--- src/rtl/hsv_core_pkg.sv ---
// Shared core types: AXI response codes, data-port requester IDs and arbiter FSM states.
package hsv_core_pkg;

    typedef logic [31:0] word;

    typedef enum logic [1:0] {
        AXI_OKAY   = 2'b00,
        AXI_EXOKAY = 2'b01,
        AXI_SLVERR = 2'b10,
        AXI_DECERR = 2'b11
    } axi_resp_t;

    typedef logic dport_id_t;

    localparam int DPORT_REQUESTERS = 2;

    typedef enum logic {R_IDLE, R_BUSY} dport_rd_state_t;
    typedef enum logic {W_IDLE, W_BUSY} dport_wr_state_t;

    // Round-robin pick: the pointer's requester wins if it is asking, otherwise the other one.
    function automatic dport_id_t dport_rr_pick(input logic [DPORT_REQUESTERS-1:0] valid,
                                                input dport_id_t ptr);
        return valid[ptr] ? ptr : ~ptr;
    endfunction

endpackage

--- src/rtl/hsv_core_mem_id_fifo.sv ---
// In-order record of which requester owns each outstanding transaction.
module hsv_core_mem_id_fifo
    import hsv_core_pkg::*;
#(
    parameter int DEPTH = 4
) (
    input  logic      clk_core,
    input  logic      rst_core_n,
    input  logic      push_i,
    input  dport_id_t push_id_i,
    input  logic      pop_i,
    output logic      full_o,
    output logic      empty_o,
    output dport_id_t head_o
);

    localparam int PTR_W = (DEPTH > 1) ? $clog2(DEPTH) : 1;
    localparam int CNT_W = $clog2(DEPTH + 1);

    logic [PTR_W-1:0] wr_ptr_q, rd_ptr_q;
    logic [CNT_W-1:0] count_q;
    dport_id_t        mem_q [DEPTH];

    always_ff @(posedge clk_core or negedge rst_core_n) begin
        if (!rst_core_n) begin
            wr_ptr_q <= '0;
            rd_ptr_q <= '0;
            count_q  <= '0;
        end else begin
            if (push_i) wr_ptr_q <= wr_ptr_q + PTR_W'(1);
            if (pop_i)  rd_ptr_q <= rd_ptr_q + PTR_W'(1);
            if (push_i && !pop_i)      count_q <= count_q + CNT_W'(1);
            else if (pop_i && !push_i) count_q <= count_q - CNT_W'(1);
        end
    end

    always_ff @(posedge clk_core) begin
        if (push_i) mem_q[wr_ptr_q] <= push_id_i;
    end

    assign full_o  = (count_q == CNT_W'(DEPTH));
    assign empty_o = (count_q == '0);
    assign head_o  = mem_q[rd_ptr_q];

endmodule

--- src/rtl/hsv_core_mem_dport_arbiter.sv ---
// Two-requester arbiter for the shared dmem AXI port; responses return to their owner in order.
module hsv_core_mem_dport_arbiter
    import hsv_core_pkg::*;
#(
    parameter int DEPTH = 4
) (
    input  logic                             clk_core,
    input  logic                             rst_core_n,
    input  logic [DPORT_REQUESTERS-1:0]      req_ar_valid,
    input  logic [DPORT_REQUESTERS-1:0][31:0] req_ar_addr,
    output logic [DPORT_REQUESTERS-1:0]      req_ar_ready,
    input  logic [DPORT_REQUESTERS-1:0]      req_aw_valid,
    input  logic [DPORT_REQUESTERS-1:0][31:0] req_aw_addr,
    input  logic [DPORT_REQUESTERS-1:0][31:0] req_w_data,
    input  logic [DPORT_REQUESTERS-1:0][3:0] req_w_strb,
    output logic [DPORT_REQUESTERS-1:0]      req_aw_ready,
    output logic [DPORT_REQUESTERS-1:0]      req_r_valid,
    input  logic [DPORT_REQUESTERS-1:0]      req_r_ready,
    output logic [DPORT_REQUESTERS-1:0]      req_b_valid,
    input  logic [DPORT_REQUESTERS-1:0]      req_b_ready,
    output logic [31:0]                      req_r_data,
    output axi_resp_t                        req_r_resp,
    output axi_resp_t                        req_b_resp,
    output logic                             dmem_ar_valid,
    input  logic                             dmem_ar_ready,
    output logic [31:0]                      dmem_ar_addr,
    output logic                             dmem_aw_valid,
    input  logic                             dmem_aw_ready,
    output logic [31:0]                      dmem_aw_addr,
    output logic                             dmem_w_valid,
    input  logic                             dmem_w_ready,
    output logic [31:0]                      dmem_w_data,
    output logic [3:0]                       dmem_w_strb,
    input  logic                             dmem_r_valid,
    output logic                             dmem_r_ready,
    input  logic [31:0]                      dmem_r_data,
    input  axi_resp_t                        dmem_r_resp,
    input  logic                             dmem_b_valid,
    output logic                             dmem_b_ready,
    input  axi_resp_t                        dmem_b_resp
);

    dport_rd_state_t rstate_q, rstate_d;
    dport_wr_state_t wstate_q, wstate_d;
    dport_id_t       rgnt_q, rgnt_d, rptr_q, rptr_d, ar_id;
    dport_id_t       wgnt_q, wgnt_d, wptr_q, wptr_d, wr_id;
    logic            aw_done_q, aw_done_d, w_done_q, w_done_d;
    logic            aw_fin, w_fin, w_active;
    logic            rpush, rpop, rfull, rempty;
    logic            wpush, wpop, wfull, wempty;
    dport_id_t       rhead, bhead;

    // Read grant: dmem_ar_valid rises in the same cycle as the request; the grant then holds.
    always_comb begin
        rstate_d      = rstate_q;
        rgnt_d        = rgnt_q;
        rptr_d        = rptr_q;
        ar_id         = rgnt_q;
        dmem_ar_valid = 1'b0;
        rpush         = 1'b0;
        req_ar_ready  = '0;
        case (rstate_q)
            R_IDLE: if (rst_core_n && |req_ar_valid && !rfull) begin
                ar_id         = dport_rr_pick(req_ar_valid, rptr_q);
                rgnt_d        = ar_id;
                dmem_ar_valid = 1'b1;
                rstate_d      = R_BUSY;
            end
            R_BUSY:  dmem_ar_valid = 1'b1;
            default: rstate_d = R_IDLE;
        endcase
        if (dmem_ar_valid && dmem_ar_ready) begin
            rpush               = 1'b1;
            req_ar_ready[ar_id] = 1'b1;
            rptr_d              = ~ar_id;
            rstate_d            = R_IDLE;
        end
    end

    assign dmem_ar_addr = req_ar_addr[ar_id];

    // Write grant: AW and W complete independently; the done flags remember whichever finished first.
    always_comb begin
        wstate_d      = wstate_q;
        wgnt_d        = wgnt_q;
        wptr_d        = wptr_q;
        aw_done_d     = aw_done_q;
        w_done_d      = w_done_q;
        wr_id         = wgnt_q;
        dmem_aw_valid = 1'b0;
        dmem_w_valid  = 1'b0;
        wpush         = 1'b0;
        w_active      = 1'b0;
        req_aw_ready  = '0;
        case (wstate_q)
            W_IDLE: if (rst_core_n && |req_aw_valid && !wfull) begin
                wr_id         = dport_rr_pick(req_aw_valid, wptr_q);
                wgnt_d        = wr_id;
                dmem_aw_valid = 1'b1;
                dmem_w_valid  = 1'b1;
                w_active      = 1'b1;
                wstate_d      = W_BUSY;
            end
            W_BUSY: begin
                dmem_aw_valid = !aw_done_q;
                dmem_w_valid  = !w_done_q;
                w_active      = 1'b1;
            end
            default: wstate_d = W_IDLE;
        endcase
        aw_fin = aw_done_q | (dmem_aw_valid & dmem_aw_ready);
        w_fin  = w_done_q | (dmem_w_valid & dmem_w_ready);
        if (w_active) begin
            if (aw_fin && w_fin) begin
                wpush               = 1'b1;
                req_aw_ready[wr_id] = 1'b1;
                wptr_d              = ~wr_id;
                wstate_d            = W_IDLE;
                aw_done_d           = 1'b0;
                w_done_d            = 1'b0;
            end else begin
                aw_done_d = aw_fin;
                w_done_d  = w_fin;
            end
        end
    end

    assign dmem_aw_addr = req_aw_addr[wr_id];
    assign dmem_w_data  = req_w_data[wr_id];
    assign dmem_w_strb  = req_w_strb[wr_id];

    always_ff @(posedge clk_core or negedge rst_core_n) begin
        if (!rst_core_n) begin
            rstate_q  <= R_IDLE;
            rgnt_q    <= 1'b0;
            rptr_q    <= 1'b0;
            wstate_q  <= W_IDLE;
            wgnt_q    <= 1'b0;
            wptr_q    <= 1'b0;
            aw_done_q <= 1'b0;
            w_done_q  <= 1'b0;
        end else begin
            rstate_q  <= rstate_d;
            rgnt_q    <= rgnt_d;
            rptr_q    <= rptr_d;
            wstate_q  <= wstate_d;
            wgnt_q    <= wgnt_d;
            wptr_q    <= wptr_d;
            aw_done_q <= aw_done_d;
            w_done_q  <= w_done_d;
        end
    end

    // Responses go to the FIFO head; with nothing outstanding the dmem side sees no ready.
    always_comb begin
        req_r_valid = '0;
        req_b_valid = '0;
        if (!rempty) req_r_valid[rhead] = dmem_r_valid;
        if (!wempty) req_b_valid[bhead] = dmem_b_valid;
    end

    assign dmem_r_ready = !rempty && req_r_ready[rhead];
    assign dmem_b_ready = !wempty && req_b_ready[bhead];
    assign rpop         = dmem_r_valid && dmem_r_ready;
    assign wpop         = dmem_b_valid && dmem_b_ready;
    assign req_r_data   = dmem_r_data;
    assign req_r_resp   = dmem_r_resp;
    assign req_b_resp   = dmem_b_resp;

    hsv_core_mem_id_fifo #(.DEPTH(DEPTH)) u_rd_fifo (
        .clk_core  (clk_core),
        .rst_core_n(rst_core_n),
        .push_i    (rpush),
        .push_id_i (ar_id),
        .pop_i     (rpop),
        .full_o    (rfull),
        .empty_o   (rempty),
        .head_o    (rhead)
    );

    hsv_core_mem_id_fifo #(.DEPTH(DEPTH)) u_wr_fifo (
        .clk_core  (clk_core),
        .rst_core_n(rst_core_n),
        .push_i    (wpush),
        .push_id_i (wr_id),
        .pop_i     (wpop),
        .full_o    (wfull),
        .empty_o   (wempty),
        .head_o    (bhead)
    );

    a_r_orphan: assert property (@(posedge clk_core) disable iff (!rst_core_n)
                                 dmem_r_valid |-> !rempty);
    a_b_orphan: assert property (@(posedge clk_core) disable iff (!rst_core_n)
                                 dmem_b_valid |-> !wempty);

endmodule

--- config.mk ---
export PLATFORM = sky130hd
export DESIGN_NAME = hsv_core_mem_dport_arbiter
export DESIGN_NICKNAME = d
export VERILOG_FILES = /design/src/rtl/hsv_core_pkg.sv /design/src/rtl/hsv_core_mem_id_fifo.sv /design/src/rtl/hsv_core_mem_dport_arbiter.sv
export SDC_FILE = /design/constraint.sdc
export NUM_CORES = 1
export LEC_CHECK = 0
export ABC_AREA = 1
export BUFFER_PORTS_ARGS = -buffer_cell sky130_fd_sc_hd__buf_4
export CAP_MARGIN = 10
export CELL_PAD_IN_SITES_DETAIL_PLACEMENT = 1
export CELL_PAD_IN_SITES_GLOBAL_PLACEMENT = 1
export CORE_AREA = 2 2 154 156
export CTS_BUF_LIST = sky130_fd_sc_hd__clkbuf_4
export DETAILED_ROUTE_END_ITERATION = 12
export DIE_AREA = 0 0 156 158
export GPL_TIMING_DRIVEN = 0
export PLACE_DENSITY = 0.63
export SYNTH_ARGS = -nofsm -noshare
export SYNTH_HDL_FRONTEND = slang
export SYNTH_SLANG_ARGS = --single-unit
--- constraint.sdc ---
create_clock -name clk_core -period 6.3 [get_ports clk_core]
set_input_delay 1.575 -clock clk_core [delete_from_list [all_inputs] [get_ports clk_core]]
set_output_delay 1.575 -clock clk_core [all_outputs]
set_load 0.03 [all_outputs]
; ---- Yosys cells after proc, flatten, opt, wreduce, memory -nomap -nowiden
; Memory sizes are Yosys's and may differ from the RTL's.
; Cells that the tools add are included.
[word_totals]
reg_bits = 22
ramBits = 8
in_bits = 251
output_inout_bits = 149
n_memories = 2
[op_classes]
add_sub_neg = 8
n_lt_le_gt_ge = 10
eq_ne = 2
n_mux = 59
bitwise = 12
reduce_logical = 35
[memory_table]
columns = memory, depth, word_bits, read_ports, rd_clocked_by_memory_dff, wr, line
row1 = u_rd_fifo.mem_q, 4, 1, 1, 0, 1, hsv_core_mem_id_fifo.sv:22  ; dport_id_t mem_q [DEPTH];
row2 = u_wr_fifo.mem_q, 4, 1, 1, 0, 1, hsv_core_mem_id_fifo.sv:22
[op_table]
columns = op, count
row1 = $mux W32, 6
row2 = $mux W1, 34
row3 = $logic_and A1 B1 Y1, 18
row4 = $lt A1 B2 Y1 const B, 6
row5 = $mux W3, 4
row6 = $logic_not A1 Y1, 10
row7 = $mux W2, 5
row8 = $add A2 B1 Y2 const B, 4
row9 = $mux W4, 2
row10 = $pmux W1 S2, 4
row11 = $add A3 B1 Y3 const B, 2
row12 = $eq A3 B3 Y1 const B, 2
row13 = $logic_not A3 Y1, 2
row14 = $not A1 Y1, 6
row15 = $sub A3 B1 Y3 const B, 2
row16 = $and A2 B2 Y2, 2
row17 = $demux W1 S1, 4
row18 = $ge A1 B1 Y1 const B, 4
row19 = $reduce_bool A2 Y1, 2
row20 = $reduce_or A2 Y1, 2
row21 = $and A1 B1 Y1, 2
row22 = $or A1 B1 Y1, 2
row23 = $reduce_and A2 Y1, 1

; ---- Logic depth before layout (Yosys ltp)
[logic_depth]
word_depth = 14
depth_mapped = 14

; ---- Cells and area by module
; Synthesis repeated with hierarchy kept, for this count alone.
[hier_totals]
cells_unflattened = 564
area_unflattened_um2 = 3278.1
[modules_own_cells]
columns = module, n_inst, cells_each, area_each_um2
row1 = hsv_core_mem_dport_arbiter, 1, 448, 2144.6
row2 = hsv_core_mem_id_fifo, 2, 58, 566.8

; ---- Worst setup path after synthesis
; No wires, ideal clock.
[synth_timing]
kind = input port to output port
start = input port rst_core_n
end = output port req_ar_ready[1]
t_arrival_ps = 2735
t_required_ps = 4725
path_slack_ps = 1990
cell_stages = 9
cell_sequence = inv_1 -> nor2_1 -> nand2_2 -> nor2_1 -> or2_1 -> buf_6 -> nand2_8 -> buf_6 -> nor2_1
[synth_between]
elab_chain_len = 9
elab_cells_between_ends = 13
[synth_rtl]
columns = element, line
row1 = from (decl), hsv_core_mem_dport_arbiter.sv:8  ; input logic rst_core_n,
row2 = $logic_and A1 B1 Y1 * (2 in series), hsv_core_mem_dport_arbiter.sv:63  ; R_IDLE: if (rst_core_n && |req_ar_valid && !rfull) begin
row3 = $mux W1, n/a
row4 = $mux W1, hsv_core_mem_dport_arbiter.sv:62  ; case (rstate_q)
row5 = $lt A1 B2 Y1 (not written as such) or $ge A1 B1 Y1 (tied branches), hsv_core_mem_dport_arbiter.sv:74  ; req_ar_ready[ar_id] = 1'b1;
row6 = $logic_and A1 B1 Y1 (not written as such), hsv_core_mem_dport_arbiter.sv:74
row7 = $mux W1 (not written as such), hsv_core_mem_dport_arbiter.sv:74
row8 = $demux W1 S1, hsv_core_mem_dport_arbiter.sv:74
row9 = $mux W2 *, hsv_core_mem_dport_arbiter.sv:72  ; if (dmem_ar_valid && dmem_ar_ready) begin
row10 = to (decl), hsv_core_mem_dport_arbiter.sv:11  ; output logic [DPORT_REQUESTERS-1:0] req_ar_ready,
; Every way passes the cells marked *; elsewhere a longest branch is shown, timed or not.

; ---- Worst setup path after layout
[layout_timing]
start = input port rst_core_n
end = output port dmem_aw_addr[28]
[layout_between]
elab_chain_len = 6
[layout_rtl]
columns = element, line
row1 = $logic_and A1 B1 Y1 (2 in series), hsv_core_mem_dport_arbiter.sv:96  ; W_IDLE: if (rst_core_n && |req_aw_valid && !wfull) begin
row2 = $mux W1 (2 in series), n/a
row3 = $mux W32 (not written as such) (2 in series), hsv_core_mem_dport_arbiter.sv:128  ; assign dmem_aw_addr = req_aw_addr[wr_id];
row4 = to (decl), hsv_core_mem_dport_arbiter.sv:29  ; output logic [31:0] dmem_aw_addr,
; Every way passes these cells. The select of a mux whose other input is x is not followed.

==> impl_metrics.json <==
{
  "hold_path_class": "register to register",
  "crit_path_start_kind": "input port",
  "clk_pin_slew_ns": 0.09,
  "arrival_ns": 3.40,
  "nets": 1213,
  "grt_max_degree": 24,
  "initial_core_util": 0.145,
  "die_x_um": 156,
  "grt_pass1_vias": 4880,
  "final_layout_size_suffix_gt1_frac": 0.458,
  "ys_seq_area_frac": 0.237,
  "worst_slew_pin_slew_ns": 0.587,
  "syn_nets": 843,
  "rsz0062_at_grt": "no",
  "numCtsBuffers": 5,
  "gp_congestion": 0.746,
  "yosys.area.top_type": "nand2_1",
  "setup_tns_ns": 0,
  "status": "finished, final reports clean",
  "drtIter0Drc": 79,
  "peakVddDrop_uv": 166,
  "p_leak_nw": 3.91,
  "dieArea_sq_um": 24600,
  "core-area_sq_um": 23100,
  "globalRouteTotalUtil": 0.128,
  "drtAntennaViolNets": 0,
  "fillers": 2963,
  "p_per_area_nw_per_um2": 445,
  "synth_edf_count": 8,
  "ctsHtreeMaxLevel": 2,
  "fin_crit_sh": 0.790,
  "slew_headroom": 0.608,
  "syn_inst": 580,
  "dpl.hpwl_mm": 15.2,
  "synth_mux_area_frac": 0,
  "skew_ns": 0.0162,
  "ys_warn_count": 0,
  "worstPathRequired_ns": 4.72,
  "antenna_found_initial": 0,
  "synth_top_area_frac": 0.370,
  "postCtsHoldBufs": 0,
  "cap_violations": 0,
  "yosys.area_share.simple": 0.496,
  "ioPinCount": 400,
  "cts_tree": "done",
  "cts.sinks": 30,
  "io_buffer_count": 363,
  "insertion_delay_ns": 0.32,
  "design_area_sq_um": 6500,
  "avgSynthCellArea_sq_um": 5.75,
  "dpl_cell_area_sq_um": 6420,
  "synthXorXnorAreaFrac": 0.0184,
  "cts_setup_buffers": 0,
  "drt-total-wl_mm": 17.2,
  "drc": 0,
  "critPathKind": "input port to output port",
  "synth_top_family_by_area": "simple AND/OR/NAND/NOR gates",
  "clk_path_buf_depth": 2,
  "regToRegSetupSlack_ns": 3.80,
  "synth_fa_ha_area_frac": 0.0495,
  "final_max_slew_viol_count": 0,
  "worstSetupEndpointType": "output port",
  "antennaDiodeCount": 0,
  "first_pass_iters": 4,
  "synthDistinctLibCells": 26,
  "cts_root_buf": "clkbuf_4",
  "grt_pass1_wl_mm": 25.0,
  "via_count": 4804,
  "async_flop_share": 0.733,
  "hold_violations": 0,
  "die_h_um": 158,
  "viasPerCell": 3.87,
  "synth_commonest_cells": "nand2_1 (329), nand3_1 (48), inv_1 (45)",
  "yosysMostFrequentCell": "nand2_1",
  "synth_area_sq_um": 3340,
  "grt-ovfl-total": 0,
  "max_freq_ghz": 0.201,
  "area_delta_synth_final_pct": 94.9,
  "ys_ff_latch": 30,
  "synthTopCellsByArea": "nand2_1 (37%), dfrtp_1 (16%), buf_4 (8.1%)",
  "cts.repair.resized": 0,
  "synth_compound_area_frac": 0.0195,
  "finalSetupViolCount": 0,
  "fin_crit_ns": 4.98,
  "wire_per_inst_um": 13.8,
  "row_count": 56,
  "synth_ff_type": "dfrtp_1",
  "crit_fanout": 23
}
[metal layers]
layer  global-route usage  vias to the layer above  routed length (um)
li1                     -                     2459                   -
met1                0.142                     2123                6280
met2                0.245                      211                9170
met3               0.0405                       11                1590
met4               0.0144                        0                 129
met5                    0                        -                   0
[worst max-delay path, cell delays in order]
cell and delay, ns:
buf_4 0.29, inv_1 0.15, nor2_2 0.17, nand4_1 0.12
nand2_2 0.21, clkbuf_1 0.49, nand2_1 0.12, nand2_1 0.10
buf_4 0.15
[layout make-up]
type	count	area, sq um	share of cell area
Multi-Input combinational cell	443	1950	0.299
Timing Repair Buffer	363	2730	0.419
Clock buffer	5	37.5	0.00577
Buffer	60	423	0.0650
Inverter	47	176	0.0271
Sequential cell	30	791	0.122
Clock inverter	3	40.0	0.00616
Tap cell	290	363	0.0558
[sequential cells by signal, indices dropped and copies added (netlist names)]
register / flops
u_rd_fifo.mem_q: 4
u_wr_fifo.mem_q: 4
u_rd_fifo.count_q: 3
u_wr_fifo.count_q: 3
u_rd_fifo.rd_ptr_q: 2
u_rd_fifo.wr_ptr_q: 2
u_wr_fifo.rd_ptr_q: 2
u_wr_fifo.wr_ptr_q: 2
aw_done_q: 1
rgnt_q: 1
rptr_q: 1
rstate_q: 1
w_done_q: 1
wgnt_q: 1
wptr_q: 1
wstate_q: 1
[path summary, 6_finish.rpt]
| path | from | to | cells past startpoint |
|---|---|---|---|
| max | rst_core_n | dmem_aw_addr[28] | 9 |
| min | wptr_q | wptr_q | 2 |
| max reg2reg | u_wr_fifo.count_q[0] | u_wr_fifo.count_q[2] | 14 |
| min reg2reg | wptr_q | wptr_q | 2 |
| max in group asynchronous | rst_core_n | u_wr_fifo.count_q[2] | 1 |
| min in group asynchronous | rst_core_n | u_wr_fifo.rd_ptr_q[0] | 1 |
[per-stage QoR]
stage	worst slack [ns]	util	total power (W)	instances	hold WS (ns)
after floorplan	1.99	-	0.00185	580	0.442
after global placement	1.19	0.279	0.00279	1233	0.471
after detailed placement	1.18	0.279	0.00280	1233	0.480
after CTS	1.17	0.282	0.00297	1241	0.504
after global routing	0.992	0.282	0.00318	1241	0.537
final	1.32	0.282	0.00290	1241	0.490
[layout by cell type (no fill, tap or decap), types with 6 or more instances in the layout]
| master | instances |
|---|---|
| buf_4 | 399 |
| nand2_1 | 329 |
| nand3_1 | 48 |
| inv_1 | 45 |
| nor2_1 | 24 |
| dfrtp_1 | 22 |
| buf_2 | 14 |
| ha_1 | 10 |
| edfxtp_1 | 8 |
| o21ai_0 | 6 |
| buf_6 | 6 |
[where the power goes]
part | internal [W] | switching (W) | total, W
combinational | 0.000846 | 0.00155 | 0.00240
sequential | 0.000286 | 0.0000599 | 0.000346
clock | 0.0000822 | 0.0000674 | 0.000150
total | 0.00121 | 0.00168 | 0.00290
[logic make-up (layout without fill, tap and decap cells)]
group / count (synthesis) / after routing
compound gates: 12 / 12
xor+xnor: 7 / 7
simple gates: 412 / 412
fa+ha+maj: 12 / 12
flops: 30 / 30
buf+inv: 107 / 478
No activity file was read; power rests on OpenSTA's default activity.
